--- config.mk ---
export PLATFORM = sky130hd
export DESIGN_NAME = record_keeper
export DESIGN_NICKNAME = d
export VERILOG_FILES = /design/src/rtl/record_keeper.sv
export SDC_FILE = /design/constraint.sdc
export NUM_CORES = 1
export LEC_CHECK = 0
export ABC_AREA = 0
export CORE_ASPECT_RATIO = 0.6
export CORE_UTILIZATION = 43
export CTS_CLUSTER_SIZE = 20
export DETAILED_ROUTE_END_ITERATION = 8
export GPL_TIMING_DRIVEN = 0
export SYNTH_ARGS = -nofsm -noshare
export SYNTH_HDL_FRONTEND = slang
export SYNTH_SLANG_ARGS = --single-unit
--- constraint.sdc ---
create_clock -name clk -period 2.71 [get_ports clk]
set_input_delay 0.542 -clock clk [delete_from_list [all_inputs] [get_ports clk]]
set_output_delay 0.542 -clock clk [all_outputs]
set_load 0.01 [all_outputs]
--- src/rtl/record_keeper.sv ---
`default_nettype none
// +--------------------------------------------------------------------------+
// | record_keeper: captures each round's final score on game_timeout rise,   |
// | keeps per-player bests and the all-time high for the display mux.        |
// | Revision: 1.0                                                            |
// +--------------------------------------------------------------------------+
module record_keeper #(
    parameter int NUM_PLAYERS = 4,
    parameter int SCORE_MAX   = 99
) (
    input  logic       clk,
    input  logic       reset,
    input  logic       game_timeout,
    input  logic [6:0] Current_Score,
    input  logic [2:0] player_sel,
    input  logic       clear_records,
    output logic [6:0] Highest_Score,
    output logic [6:0] Personel_Best,
    output logic [2:0] Player_Won,
    output logic       new_record,
    output logic       bad_player
);

    localparam logic [6:0] SCORE_CAP    = 7'(SCORE_MAX);
    localparam logic [3:0] PLAYER_LIMIT = 4'(NUM_PLAYERS);

    typedef enum logic [1:0] {
        IDLE   = 2'd0,
        COMMIT = 2'd1,
        HOLD   = 2'd2
    } state_t;

    state_t     state, state_next;
    logic       timeout_q;
    logic       rise;
    logic       legal;
    logic [6:0] capped;
    logic [6:0] sel_best;
    logic [6:0] best [NUM_PLAYERS];

    assign rise   = game_timeout & ~timeout_q;
    assign capped = (Current_Score > SCORE_CAP) ? SCORE_CAP : Current_Score;
    assign legal  = ({1'b0, player_sel} < PLAYER_LIMIT);

    // An illegal id matches no entry and therefore reads back as zero.
    always_comb begin
        sel_best = '0;
        for (int p = 0; p < NUM_PLAYERS; p++) begin
            if (player_sel == 3'(p)) sel_best = best[p];
        end
    end

    always_comb begin
        state_next = state;
        case (state)
            IDLE:    if (rise) state_next = COMMIT;
            COMMIT:  state_next = HOLD;
            HOLD:    if (!game_timeout) state_next = IDLE;
            default: state_next = IDLE;
        endcase
    end

    always_ff @(posedge clk or negedge reset) begin
        if (!reset) begin
            state     <= IDLE;
            timeout_q <= 1'b0;
        end else begin
            state     <= state_next;
            timeout_q <= game_timeout;
        end
    end

    always_ff @(posedge clk or negedge reset) begin
        if (!reset) begin
            for (int p = 0; p < NUM_PLAYERS; p++) best[p] <= '0;
            Highest_Score <= '0;
            Player_Won    <= '0;
            Personel_Best <= '0;
            new_record    <= 1'b0;
            bad_player    <= 1'b0;
        end else begin
            new_record    <= 1'b0;
            bad_player    <= 1'b0;
            Personel_Best <= sel_best;
            // A commit takes priority over a simultaneous clear request.
            if (state == COMMIT) begin
                if (!legal) begin
                    bad_player <= 1'b1;
                end else begin
                    for (int p = 0; p < NUM_PLAYERS; p++) begin
                        if (player_sel == 3'(p) && capped > best[p]) best[p] <= capped;
                    end
                    if (capped > Highest_Score) begin
                        Highest_Score <= capped;
                        Player_Won    <= player_sel;
                        new_record    <= 1'b1;
                    end
                end
            end else if (clear_records) begin
                for (int p = 0; p < NUM_PLAYERS; p++) best[p] <= '0;
                Highest_Score <= '0;
                Player_Won    <= '0;
            end
        end
    end

endmodule
`default_nettype wire

Yosys cells after proc, flatten, opt, wreduce, memory -nomap -nowiden --
Index checks and enable logic that the tools add are counted.
Word-level totals: register bits after elaboration 50, output and inout bits 19, bits of input ports 14, logic and storage cells 74
Operators by class: mux-type cells 28, magnitude comparators 7, reduce and logical (&&, ||, !) cells 13, bitwise gates (word level) 2, equal/unequal tests 13
Operators with widths (count):
- 7-bit 2-to-1 mux | 13
- 28-bit 2-to-1 mux | 3
- 7-bit > comparator | 5
- 3-bit AND reduction | 5
- 3-bit 2-to-1 mux | 4
- 2-bit by 1-bit != test with 1-bit output, second input constant | 5
- 7-bit > comparator, second input constant | 1
- 3-bit by 2-bit == test with 1-bit output, second input constant | 2
- 2-bit != test, second input constant | 3
- 2-bit one-hot mux with 3 select lines | 1
- 1-bit 2-to-1 mux | 5
- 1-bit logical AND | 4
- 2-bit 2-to-1 mux | 2
- 3-bit by 1-bit == test with 1-bit output, second input constant | 1
- 3-bit zero test | 1
- 3-bit < comparator, second input constant | 1
- 2-bit by 1-bit == test with 1-bit output, second input constant | 1
- 2-bit == test, second input constant | 1
- 2-bit zero test | 1
- 2-bit AND reduction | 1
- 2-bit nonzero test | 1
- 1-bit bitwise AND | 1
- 1-bit inverter | 1

Longest topological paths before layout --
depth in word-level cells 7, mapped depth 12, gate-level depth less buffers 10

Worst setup path after synthesis --
No wires, ideal clock.
path type input-to-reg, start input Current_Score[6], end register best[21] in the netlist's numbering, data arrival time 2.540 ns, cell stages on the path 11, library setup time 0.139 ns, path slack 0.030 ns, required time 2.571 ns, path through buf_4 > nand2_1 > nor2_1 > or2_2 > ha_1 > nor2b_1 > o21ai_0 > a211o_1 > a31oi_2 > a21oi_4 > mux2i_1
Between the ends: cells in the longest elaborated chain, start to end 6, elaborated cells between the ends (all ways) 9, classes of those cells 2 x order compare; 1 x eq/ne; 4 x mux; 2 x reduce/logical
Ends and longest elaborated chain:
- start, declared | RTL line 14 | input logic [6:0] Current_Score,
- 7-bit > comparator | RTL line 42 | assign capped = (Current_Score > SCORE_CAP) ? SCORE_CAP : Current_Score;
- 7-bit 2-to-1 mux * | RTL line 42
- 7-bit > comparator | RTL line 91 | if (player_sel == 3'(p) && capped > best[p]) best[p] <= capped;
- 1-bit logical AND | RTL line 91
- 2-bit by 1-bit != test with 1-bit output (no source line)
- 3-bit AND reduction (no source line)
- end, declared | RTL line 39 | logic [6:0] best [NUM_PLAYERS];
Mark *: on every way between the ends. The rest lies on a longest branch, timed or not. The select of a mux whose other input is x is not followed. A chain may end at the register's enable or synchronous reset.

Worst setup path after layout --
start input Current_Score[2], end register best[4] in the netlist's numbering
Same word-level chain as after synthesis.

==> flow_summary_export.csv <==
group,metric,value,unit
clocking,clkTransAtPathRegs,0.07,ns
global_route,antenna_found_initial,0,
routing,vias_per_cell,5.655,
synth,syn_area,3097,µm²
synth,synth_mux_area_share,8.970,%
pwr,p_leak,1.637,nW
cells_and_area,design_area,3929,µm²
synth,yosys.area_share.xor_xnor,2.545,%
synth,yosysWarnings,0,
place,io_buffers,29,
routing,drtPass1Iterations,8,
cells_and_area,final_cell_mix,"dfrtp_1 (50), inv_1 (35), nand2_1 (31)",
clocking,cts_max_path_buffers,2,
setup_path,worstPathArrival,2.77,ns
cells_and_area,nFillCells,605,
setup_path,r2r_end,"best[1]",
synth,synthTopCellsByArea,"dfrtp_1 (40%), ha_1 (10%), mux4_2 (5.1%), inv_1 (4.2%), mux2i_1 (3.9%)",
routing,ant_nets,0,
synth,synth.avg_cell_area,10.19,µm²
cells_and_area,diodes,0,
pwr,swShare,26.87,%
pwr,ir_worst_vdd,0.2221,mV
setup_path,crit_buf_inv,3,
timing,clock.fmax,0.3868,GHz
pwr,p_comb_share,19.0,%
setup_path,crit_chain,"clkbuf_2 -> nor3_2 -> nor2_4 -> or2_4 -> ha_4 -> nor2b_4 -> o31ai_4 -> a211oi_2 -> o211ai_1 -> buf_4 -> buf_4 -> a31o_2",
setup_path,r2r_slack,0.26,ns
pwr,p_sw,0.0004975,W
die,initial_utilization,45.40,%
routing,drc,2,
global_route,grtUsageTotal,23.90,%
clocking,clock-root-buffer,"clkbuf_16",
synth,synth_compound_area_share,17.05,%
clocking,clock-sinks,50,
die,core_region_area,6820,µm²
setup_path,cp_common_cell,"buf_4",
setup_path,critical_path_class,"input port to flop",
synth,async_flop_share,100.0,%
job,maxCapViolCount,0,
die,io-pin-count,33,
synth,synth_edf_count,0,
timing,rsz0062_at_grt,"no",
clocking,clkLatencyLatePin,0.29,ns
timing,relSlewSlack,41.11,%
global_route,grt-ovfl-total,0,
global_route,grt_pass1_vias,2451,
setup_path,end_kind,"flop",
clocking,htreeDepth,2,
clocking,cts_tree,"done",
routing,drtIter0Drc,196,
timing,skew,0.004004,ns
timing,period_needed,2.585,ns
synth,syn_nets,343,
setup_path,slowest_stage,"or2_4",
synth,synth_flop_cell,"dfrtp_1",
die,dieArea,7556,µm²
timing,worst_slew_pin_slew,0.8834,ns
setup_path,regToRegStartpoint,"state[1]",
timing,finalHoldViolations,0,
pwr,seq_power_share,42.5,%
die,rows,23,
pwr,power.total,0.001852,W
synth,ys_types,47,
place,dpl.hpwl,6125,µm
setup_path,reg2reg_depth,6,
die,die_h,67.74,µm
routing,wl_per_cell,19.40,µm
cells_and_area,syn_to_final_growth,26.87,%
place,post_dp_cell_area,3511,µm²
place,gp_congestion,0.8107,
setup_path,max_stage_delay,0.32,ns
cells_and_area,layout_commonest_cell,"dfrtp_1",
worst_hold_path,hp-class,"input port to asynchronous set/reset pin",
cells_and_area,drive_above_1_share,19.83,%
run_status,violations,"design-rule violations",
pwr,power.internal,0.001354,W
synth,synth_top_family_by_area,"compound AO/OA/AOI/OAI gates",
run_status,status,"finished, violations left",
synth,yosys.area.top_type_share,40.40,%
synth,synth-simple-area-share,13.13,%
cells_and_area,fin_util,57.60,%
pwr,pwr-share-clk,38.5,%
die,die_w,111.6,µm
setup_path,cp.required,2.89,ns
synth,synth_largest_area_cell,"dfrtp_1",
global_route,grt_first_pass_wirelength,13090,µm
timing,setup_viol,0,
clocking,cts_buffers,5,
setup_path,startpoint_type,"input port",
synth,ys_seq_area_share,40.40,%
setup_path,cp_num_cells,12,
routing,vias,2488,
setup_path,critical_path.top_delay_family,"simple AND/OR/NAND/NOR gates",
synth,yosys.area_share.adder,11.07,%
global_route,grt_max_degree,38,
pwr,p_per_area,471.3,nW/µm²
routing,wirelength,8537,µm
synth,ys_ff_latch,50,
synth,syn_inst,304,
setup_path,cp_max_fo,7,
cells_and_area,final_nets,391,
timing,period_share,95.40,%
timing,drv_slew,0,
per-stage QoR:
step / hold WS (ns) / instances / setup WS [ns] / TNS [ns]
floorplan: 0.2464 / 304 / 0.03048 / 0
global route: 0.1817 / 440 / 0.02218 / 0
global placement: 0.3880 / 420 / -0.7361 / -48.19
detailed placement: 0.3923 / 421 / -0.8233 / -25.27
finish: 0.1581 / 440 / 0.1248 / 0
CTS: 0.1723 / 438 / 0.02109 / 0
repair_timing:
action	in CTS	in global routing
cloned	1	0
setup endpoints to repair	39	34
gates resized for setup	24	21
hold buffers	0	0
hold endpoints to repair	0	0
buffers inserted	8	2
pin swaps	16	9
power by group through the flow:
| stage | Combinational (W) | Sequential (W) | Clock [W] |
|---|---|---|---|
| detailed placement | 0.000310 | 0.000800 | 0 |
| floorplan | 0.000191 | 0.000799 | 0 |
| finish | 0.000352 | 0.000786 | 0.000713 |
| global placement | 0.000297 | 0.000799 | 0 |
| CTS | 0.000337 | 0.000786 | 0.000727 |
| global route | 0.000386 | 0.000788 | 0.000743 |
how the worst max path moves through the flow:
stage                      from        to  slack, ns
6_report       Current_Score[2]   best[4]       0.12
5_1_grt        Current_Score[2]   best[2]       0.02
4_1_cts        Current_Score[4]  best[19]       0.02
3_5_place_dp   Current_Score[4]  best[19]      -0.82
3_3_place_gp   Current_Score[4]  best[19]      -0.74
2_1_floorplan  Current_Score[6]  best[21]       0.03
Yosys cell counts, types with 4 or more instances:
cell type / count
a21oi_1: 5
a22o_1: 6
a31o_2: 5
and2_1: 9
clkbuf_1: 7
dfrtp_1: 50
ha_1: 25
inv_1: 35
mux2i_1: 12
mux4_2: 7
nand2_1: 31
nand3_1: 13
nor2_1: 16
nor2b_1: 5
o211ai_1: 4
o21ai_0: 15
o2bb2ai_1: 4
o31ai_1: 4
xnor2_1: 7
routing by layer:
layer / vias up / GRT usage (%) / share of wire, %
met5: - / 0 / 0
met4: 0 / 4.561 / 0.94
met3: 10 / 4.937 / 6.0
met2: 63 / 37.11 / 43
met1: 1243 / 34.70 / 50
li1: 1172 / - / -
flip-flops by register name (all words and copies together), names as in the netlist:
signal and flops:
state 2, Player_Won 3, Personel_Best 7, bad_player 1, Highest_Score 7, best 28, timeout_q 1, new_record 1
cell type report:
cell class,count,area (µm²),area share [%]
timing repair buffer,41,386.6,9.841
tap,87,108.9,2.771
clock buffer,7,132.6,3.376
buffer,13,83.83,2.134
sequential,50,1251,31.85
inverter,35,131.4,3.344
clock inverter,1,30.03,0.7643
multi-input combinational,206,1804,45.92
worst register-to-register path, cell delays in order, from the launching register on:
cell and delay, ns:
dfrtp_1 0.39, nand2b_1 0.12, clkbuf_1 0.66, nand2_1 0.47
clkbuf_1 0.41, nand3_1 0.18, o21ai_0 0.10
cells by family (layout without fill, tap and decap cells):
logic type      Yosys count  count (layout)
flops                    50              50
compound gates           65              65
simple gates             85              85
fa+ha+maj                28              28
xor+xnor                  9               9
mux                      19              19
buf+inv                  48              97
Note: power is estimated with default switching activity, not from simulation.
